File: src/rtl/bilinear_interp.sv
// Purpose: 2x2 bilinear pixel interpolator with frame position tagging and an output FIFO.
// Latency: 3 pipeline stages into the FIFO; first mtvalid 4 cycles after the input transfer.
// Backpressure: ptready is credit-based (FIFO count + in-flight stages < FIFO_DEPTH); pipeline never stalls.
module bilinear_interp #(
   parameter int img_width  = 640,
   parameter int img_height = 480,
   parameter int FIFO_DEPTH = 4
) (
   input  logic       clk,
   input  logic       rst,
   input  logic [7:0] lu,
   input  logic [7:0] ru,
   input  logic [7:0] ld,
   input  logic [7:0] rd,
   input  logic [5:0] yfrac,
   input  logic [5:0] xfrac,
   input  logic       ptvalid,
   input  logic       ptlast,
   output logic       ptready,
   output logic [7:0] mtdata,
   output logic       mtvalid,
   output logic       mtuser,
   output logic       mtlast,
   input  logic       mtready,
   output logic       frame_err
);

   localparam int XW = (img_width > 1) ? $clog2(img_width) : 1;
   localparam int YW = (img_height > 1) ? $clog2(img_height) : 1;
   localparam int PW = $clog2(FIFO_DEPTH);
   localparam int CW = PW + 1;
   localparam logic [XW-1:0] X_LAST = XW'(img_width - 1);
   localparam logic [YW-1:0] Y_LAST = YW'(img_height - 1);

   // frame position and sticky error
   logic [XW-1:0] x_q, x_d;
   logic [YW-1:0] y_q, y_d;
   logic          frame_err_q, frame_err_d;

   // stage 1: horizontal blend
   logic          s1_vld_q, s1_vld_d;
   logic [13:0]   s1_top_q, s1_top_d;
   logic [13:0]   s1_bot_q, s1_bot_d;
   logic [5:0]    s1_yfrac_q, s1_yfrac_d;
   logic          s1_user_q, s1_user_d;
   logic          s1_last_q, s1_last_d;

   // stage 2: vertical blend
   logic          s2_vld_q, s2_vld_d;
   logic [19:0]   s2_acc_q, s2_acc_d;
   logic          s2_user_q, s2_user_d;
   logic          s2_last_q, s2_last_d;

   // stage 3: rounded result, feeds the FIFO write port
   logic          s3_vld_q, s3_vld_d;
   logic [7:0]    s3_dat_q, s3_dat_d;
   logic          s3_user_q, s3_user_d;
   logic          s3_last_q, s3_last_d;

   // output FIFO, entry = {data, user, last}
   logic [9:0]    mem_q [FIFO_DEPTH];
   logic [9:0]    mem_d [FIFO_DEPTH];
   logic [PW-1:0] wr_ptr_q, wr_ptr_d;
   logic [PW-1:0] rd_ptr_q, rd_ptr_d;
   logic [CW-1:0] count_q, count_d;

   logic          in_xfer;
   logic          at_end;
   logic          wr_en;
   logic          rd_en;
   logic [CW:0]   occ;
   logic [6:0]    xw_inv;
   logic [6:0]    yw_inv;
   logic [9:0]    head;

   // credit check from registered state only, then handshake decode
   always_comb begin
      occ     = (CW+1)'(count_q) + (CW+1)'(s1_vld_q) + (CW+1)'(s2_vld_q) + (CW+1)'(s3_vld_q);
      ptready = (occ < (CW+1)'(FIFO_DEPTH));
      in_xfer = ptvalid && ptready;
      at_end  = (x_q == X_LAST) && (y_q == Y_LAST);
   end

   // advance x/y per accepted bundle; ptlast forces the next bundle to (0,0)
   always_comb begin
      x_d         = x_q;
      y_d         = y_q;
      frame_err_d = frame_err_q;
      if (in_xfer) begin
         if (ptlast != at_end) begin
            frame_err_d = 1'b1;
         end
         if (ptlast) begin
            x_d = '0;
            y_d = '0;
         end else if (x_q == X_LAST) begin
            x_d = '0;
            y_d = (y_q == Y_LAST) ? '0 : y_q + YW'(1);
         end else begin
            x_d = x_q + XW'(1);
         end
      end
   end

   // three-stage arithmetic pipeline; every stage advances every cycle
   always_comb begin
      xw_inv     = 7'd64 - {1'b0, xfrac};
      s1_vld_d   = in_xfer;
      s1_top_d   = {6'd0, lu} * {7'd0, xw_inv} + {6'd0, ru} * {8'd0, xfrac};
      s1_bot_d   = {6'd0, ld} * {7'd0, xw_inv} + {6'd0, rd} * {8'd0, xfrac};
      s1_yfrac_d = yfrac;
      s1_user_d  = (x_q == '0) && (y_q == '0);
      s1_last_d  = (x_q == X_LAST);

      yw_inv     = 7'd64 - {1'b0, s1_yfrac_q};
      s2_vld_d   = s1_vld_q;
      s2_acc_d   = {6'd0, s1_top_q} * {13'd0, yw_inv} + {6'd0, s1_bot_q} * {14'd0, s1_yfrac_q};
      s2_user_d  = s1_user_q;
      s2_last_d  = s1_last_q;

      s3_vld_d   = s2_vld_q;
      s3_dat_d   = 8'((s2_acc_q + 20'd2048) >> 12);
      s3_user_d  = s2_user_q;
      s3_last_d  = s2_last_q;
   end

   // FIFO pointer/count update; outputs read zero while empty
   always_comb begin
      wr_en    = s3_vld_q;
      mtvalid  = (count_q != '0);
      rd_en    = mtvalid && mtready;
      mem_d    = mem_q;
      if (wr_en) begin
         mem_d[wr_ptr_q] = {s3_dat_q, s3_user_q, s3_last_q};
      end
      wr_ptr_d = wr_ptr_q + PW'(wr_en);
      rd_ptr_d = rd_ptr_q + PW'(rd_en);
      count_d  = count_q + CW'(wr_en) - CW'(rd_en);
      head     = mem_q[rd_ptr_q];
      mtdata   = mtvalid ? head[9:2] : 8'd0;
      mtuser   = mtvalid ? head[1]   : 1'b0;
      mtlast   = mtvalid ? head[0]   : 1'b0;
      frame_err = frame_err_q;
   end

   // control state with synchronous reset
   always_ff @(posedge clk) begin
      if (rst) begin
         x_q         <= '0;
         y_q         <= '0;
         frame_err_q <= 1'b0;
         s1_vld_q    <= 1'b0;
         s2_vld_q    <= 1'b0;
         s3_vld_q    <= 1'b0;
         wr_ptr_q    <= '0;
         rd_ptr_q    <= '0;
         count_q     <= '0;
      end else begin
         x_q         <= x_d;
         y_q         <= y_d;
         frame_err_q <= frame_err_d;
         s1_vld_q    <= s1_vld_d;
         s2_vld_q    <= s2_vld_d;
         s3_vld_q    <= s3_vld_d;
         wr_ptr_q    <= wr_ptr_d;
         rd_ptr_q    <= rd_ptr_d;
         count_q     <= count_d;
      end
   end

   // datapath registers carry no reset; their valid bits qualify them
   always_ff @(posedge clk) begin
      s1_top_q   <= s1_top_d;
      s1_bot_q   <= s1_bot_d;
      s1_yfrac_q <= s1_yfrac_d;
      s1_user_q  <= s1_user_d;
      s1_last_q  <= s1_last_d;
      s2_acc_q   <= s2_acc_d;
      s2_user_q  <= s2_user_d;
      s2_last_q  <= s2_last_d;
      s3_dat_q   <= s3_dat_d;
      s3_user_q  <= s3_user_d;
      s3_last_q  <= s3_last_d;
   end

   // FIFO storage
   always_ff @(posedge clk) begin
      mem_q <= mem_d;
   end

endmodule
File: config.mk
export PLATFORM = sky130hd
export DESIGN_NAME = bilinear_interp
export DESIGN_NICKNAME = d
export VERILOG_FILES = /design/src/rtl/bilinear_interp.sv
export SDC_FILE = /design/constraint.sdc
export NUM_CORES = 1
export LEC_CHECK = 0
export ABC_AREA = 0
export CAP_MARGIN = 30
export CORE_MARGIN = 8
export CORE_UTILIZATION = 30
export CTS_BUF_LIST = sky130_fd_sc_hd__clkbuf_16
export DETAILED_ROUTE_END_ITERATION = 16
export DONT_BUFFER_PORTS = 1
export HOLD_SLACK_MARGIN = 0.12
export PLACE_DENSITY = 0.56
export SLEW_MARGIN = 20
export SYNTH_ARGS = -nofsm -noshare
export SYNTH_HDL_FRONTEND = slang
export SYNTH_SLANG_ARGS = --single-unit
File: constraint.sdc
create_clock -name clk -period 8.5 [get_ports clk]
set_clock_uncertainty 0.15 [all_clocks]
set_input_delay 2.55 -clock clk [delete_from_list [all_inputs] [get_ports clk]]
set_output_delay 2.55 -clock clk [all_outputs]
set_load 0.01 [all_outputs]
==> impl_metrics.env <==
export IMPL_numCtsBuffers=17
export IMPL_syn_nets=2216
export IMPL_clkLatencyLatePin_ns=0.43
export IMPL_cts_setup_buffers=0
export IMPL_timing_hold_ws_ns=0.178
export IMPL_r2r_cells=22
export IMPL_cp_cell_sequence="nor3_1 -> nor3b_1 -> xnor2_1 -> buf_4 -> nand2_1 -> fa_1 -> inv_1 -> fa_1 -> fa_1 -> fa_1 -> inv_1 -> fa_1 -> inv_1 -> ha_1 -> inv_1 -> o21bai_1 -> a21oi_1 -> o21ai_1 -> or4_1 -> nand3_1"
export IMPL_cts_sinks=127
export IMPL_synth_cell_types=52
export IMPL_crit_top_cell="fa_1"
export IMPL_drcViolationCount=0
export IMPL_r2r_slack_ns=2.18
export IMPL_grt_pass1_wl_um=58600
export IMPL_drive_above_1_share_pct=3.70
export IMPL_mostFrequentLayoutCells="420 x inv_1, 289 x fa_1, 207 x nand2_1, 203 x and2_1, 150 x ha_1"
export IMPL_clk_pin_slew_ns=0.06
export IMPL_ys_warn_count=0
export IMPL_rsz0062_at_grt="false"
export IMPL_ys_flop_type="dfxtp_1"
export IMPL_critPathMaxStageDelay_ns=0.51
export IMPL_ys_ff_latch=127
export IMPL_grt_max_degree=35
export IMPL_nFillCells=5642
export IMPL_critPathSlowestCell="fa_1"
export IMPL_antennaDiodeCount=0
export IMPL_nNetsFinal=2206
export IMPL_path_max_fanout=19
export IMPL_tightest_slew_ns=0.937
export IMPL_avgSynthCellArea_um2=9.53
export IMPL_vias=10600
export IMPL_place_hpwl_um=28500
export IMPL_ys_seq_area_share_pct=17.9
export IMPL_critical_path_class="in2reg"
export IMPL_r2r_end="s2_acc_q[19]"
export IMPL_setup_ws_ns=0.954
export IMPL_worstPathRequired_ns=8.71
export IMPL_rr_startpoint="s1_yfrac_q[1]"
export IMPL_root_buffer="clkbuf_16"
export IMPL_hold_viol=0
export IMPL_ant_nets=0
export IMPL_crit_arrival_ns=7.76
export IMPL_startpoint_type="primary input"
export IMPL_cts_max_level=4
export IMPL_cp_end_kind="flop"
export IMPL_drt_pass1_iter_count=4
export IMPL_io_pins=62
export IMPL_area_growth_pct=8.62
export IMPL_finalCriticalPeriod_ns=7.55
export IMPL_hold_path_startpoint="s2_last_q"
export IMPL_die_h_um=250
export IMPL_place_congestion=0.830
export IMPL_fp_dieW_um=250
export IMPL_cts_resized=0
export IMPL_cts_path_max_buffers=2
export IMPL_timing_final_crit_share_pct=88.8
export IMPL_syn_area_mm2=0.0165
export IMPL_cts_tree="built"
export IMPL_whs_path_depth=0
export IMPL_avgViaCountPerCell=4.37
export IMPL_final_common_cell="inv_1"
export IMPL_grt_overflow=0
export IMPL_die_area_mm2=0.0627
export IMPL_core_mm2=0.0547
export IMPL_io_buffer_count=0
export IMPL_async_flop_share_pct=0
export IMPL_drt_iter0_drc=388
export IMPL_slew_headroom_pct=37.3
export IMPL_wl_per_cell_um=13.9
export IMPL_status="finished, final reports clean"
export IMPL_synthCells=1728
export IMPL_cap_violations=0
export IMPL_synth_edf_count=40
export IMPL_placementRows=86
export IMPL_placedCellCount=2402
export IMPL_drt_total_wl_um=33800
export IMPL_finalSetupViolations=0
export IMPL_finalSetupTns_ns=0
export IMPL_slew_viol_final=0
export IMPL_hold_path_end="s3_last_q"
export IMPL_fin_cells=2435
export IMPL_grt_usage_pct=11.2
export IMPL_antenna_found_initial=2
export IMPL_hold_buffers=0
export IMPL_fmaxAchievable_ghz=0.133
export IMPL_start_util_pct=30.1
export IMPL_grt_pass1_vias=11600
export IMPL_post_place_ws_ns=0.484
export IMPL_min_path_type="reg2reg"
[through the flow]
stage | area [µm²] | utilization, %
after global placement | 17300 | 31.6
after CTS | 17900 | 32.7
after floorplan | 16500 | -
after detailed placement | 17300 | 31.6
after global routing | 17900 | 32.7
final | 17900 | 32.7
[logic make-up (layout without fill, tap and decap cells)]
logic type                 after synthesis  count (layout)  share of synthesized area [%]
buffers and inverters                  462             465                           10.6
xor gates and xnor gates                80              80                           4.25
adders and majority gates              439             439                           46.5
muxes                                   10              10                           1.37
and+or+nand+nor                        549             549                           16.9
AOI/OAI and AO/OA                       61              61                           2.46
DFF                                    127             127                           17.9
[worst max path at each step]
stage              from      endpoint  cells past startpoint
5_1_grt        xfrac[2]  s1_top_q[12]                     20
3_3_place_gp   xfrac[2]  s1_top_q[12]                     20
6_report       xfrac[2]  s1_top_q[12]                     20
3_5_place_dp   xfrac[2]  s1_top_q[12]                     20
4_1_cts        xfrac[2]  s1_top_q[12]                     20
2_1_floorplan  xfrac[0]  s1_top_q[12]                     22
[cells in the mapped netlist, types with 2 or more instances]
library cell	instances	area [µm²]
o21ai_0	6	30.0
nor3b_1	4	30.0
a21o_1	5	37.5
buf_2	2	10.0
a211oi_1	2	15.0
or3_1	4	25.0
o21bai_1	3	22.5
a21oi_1	24	120
nand2b_1	2	12.5
clkbuf_1	37	139
o31a_1	2	17.5
and2_1	203	1270
fa_1	289	5790
xor2_1	23	201
nand2_1	207	777
nor4_1	4	25.0
a31oi_1	2	12.5
ha_1	150	1880
buf_4	2	15.0
nor2_1	52	195
dfxtp_1	87	1740
or4_1	2	15.0
edfxtp_1	40	1200
nor3_1	13	65.1
xnor2_1	57	499
mux4_2	10	225
nor2b_1	22	138
o21a_1	6	45.0
nand4_1	15	93.8
nand3_1	7	35.0
inv_1	420	1580
and3_1	6	37.5
[critical path: cells and delay by family]
family / cells / cell delay (ns)
fa+ha+maj: 6 / 2.76
simple gates: 5 / 1.09
buf+inv: 5 / 0.51
compound gates: 3 / 0.45
xor+xnor: 1 / 0.39
[sequential cells by signal (all words and copies together), names as in the netlist, 2 cells and up]
| register | cells |
|---|---|
| s1_yfrac_q | 6 |
| x_q | 10 |
| s1_bot_q | 14 |
| s3_dat_q | 8 |
| s2_acc_q | 9 |
| count_q | 3 |
| y_q | 9 |
| mem_q | 40 |
| rd_ptr_q | 2 |
| wr_ptr_q | 2 |
| s1_top_q | 14 |
[layout make-up]
| class | instances | area [µm²] | share of cell area [%] |
|---|---|---|---|
| clock buffer | 17 | 425 | 2.38 |
| clock inverter | 15 | 189 | 1.06 |
| inverter | 420 | 1580 | 8.81 |
| multi-input combinational | 1139 | 11800 | 65.9 |
| sequential | 127 | 2940 | 16.4 |
| tap | 704 | 881 | 4.92 |
| timing repair buffer | 13 | 95.1 | 0.531 |
[layer usage]
layer  part of all wire (%)  track usage, %  wire [µm]
met2                     48            19.4      16200
met5                      0               0          0
met4                    1.2            2.03        405
met3                    4.8            2.39       1610
met1                     46            14.4      15600
Power is not shown: default switching activity piles up to over one toggle a cycle in this logic, so the estimate is an artifact.
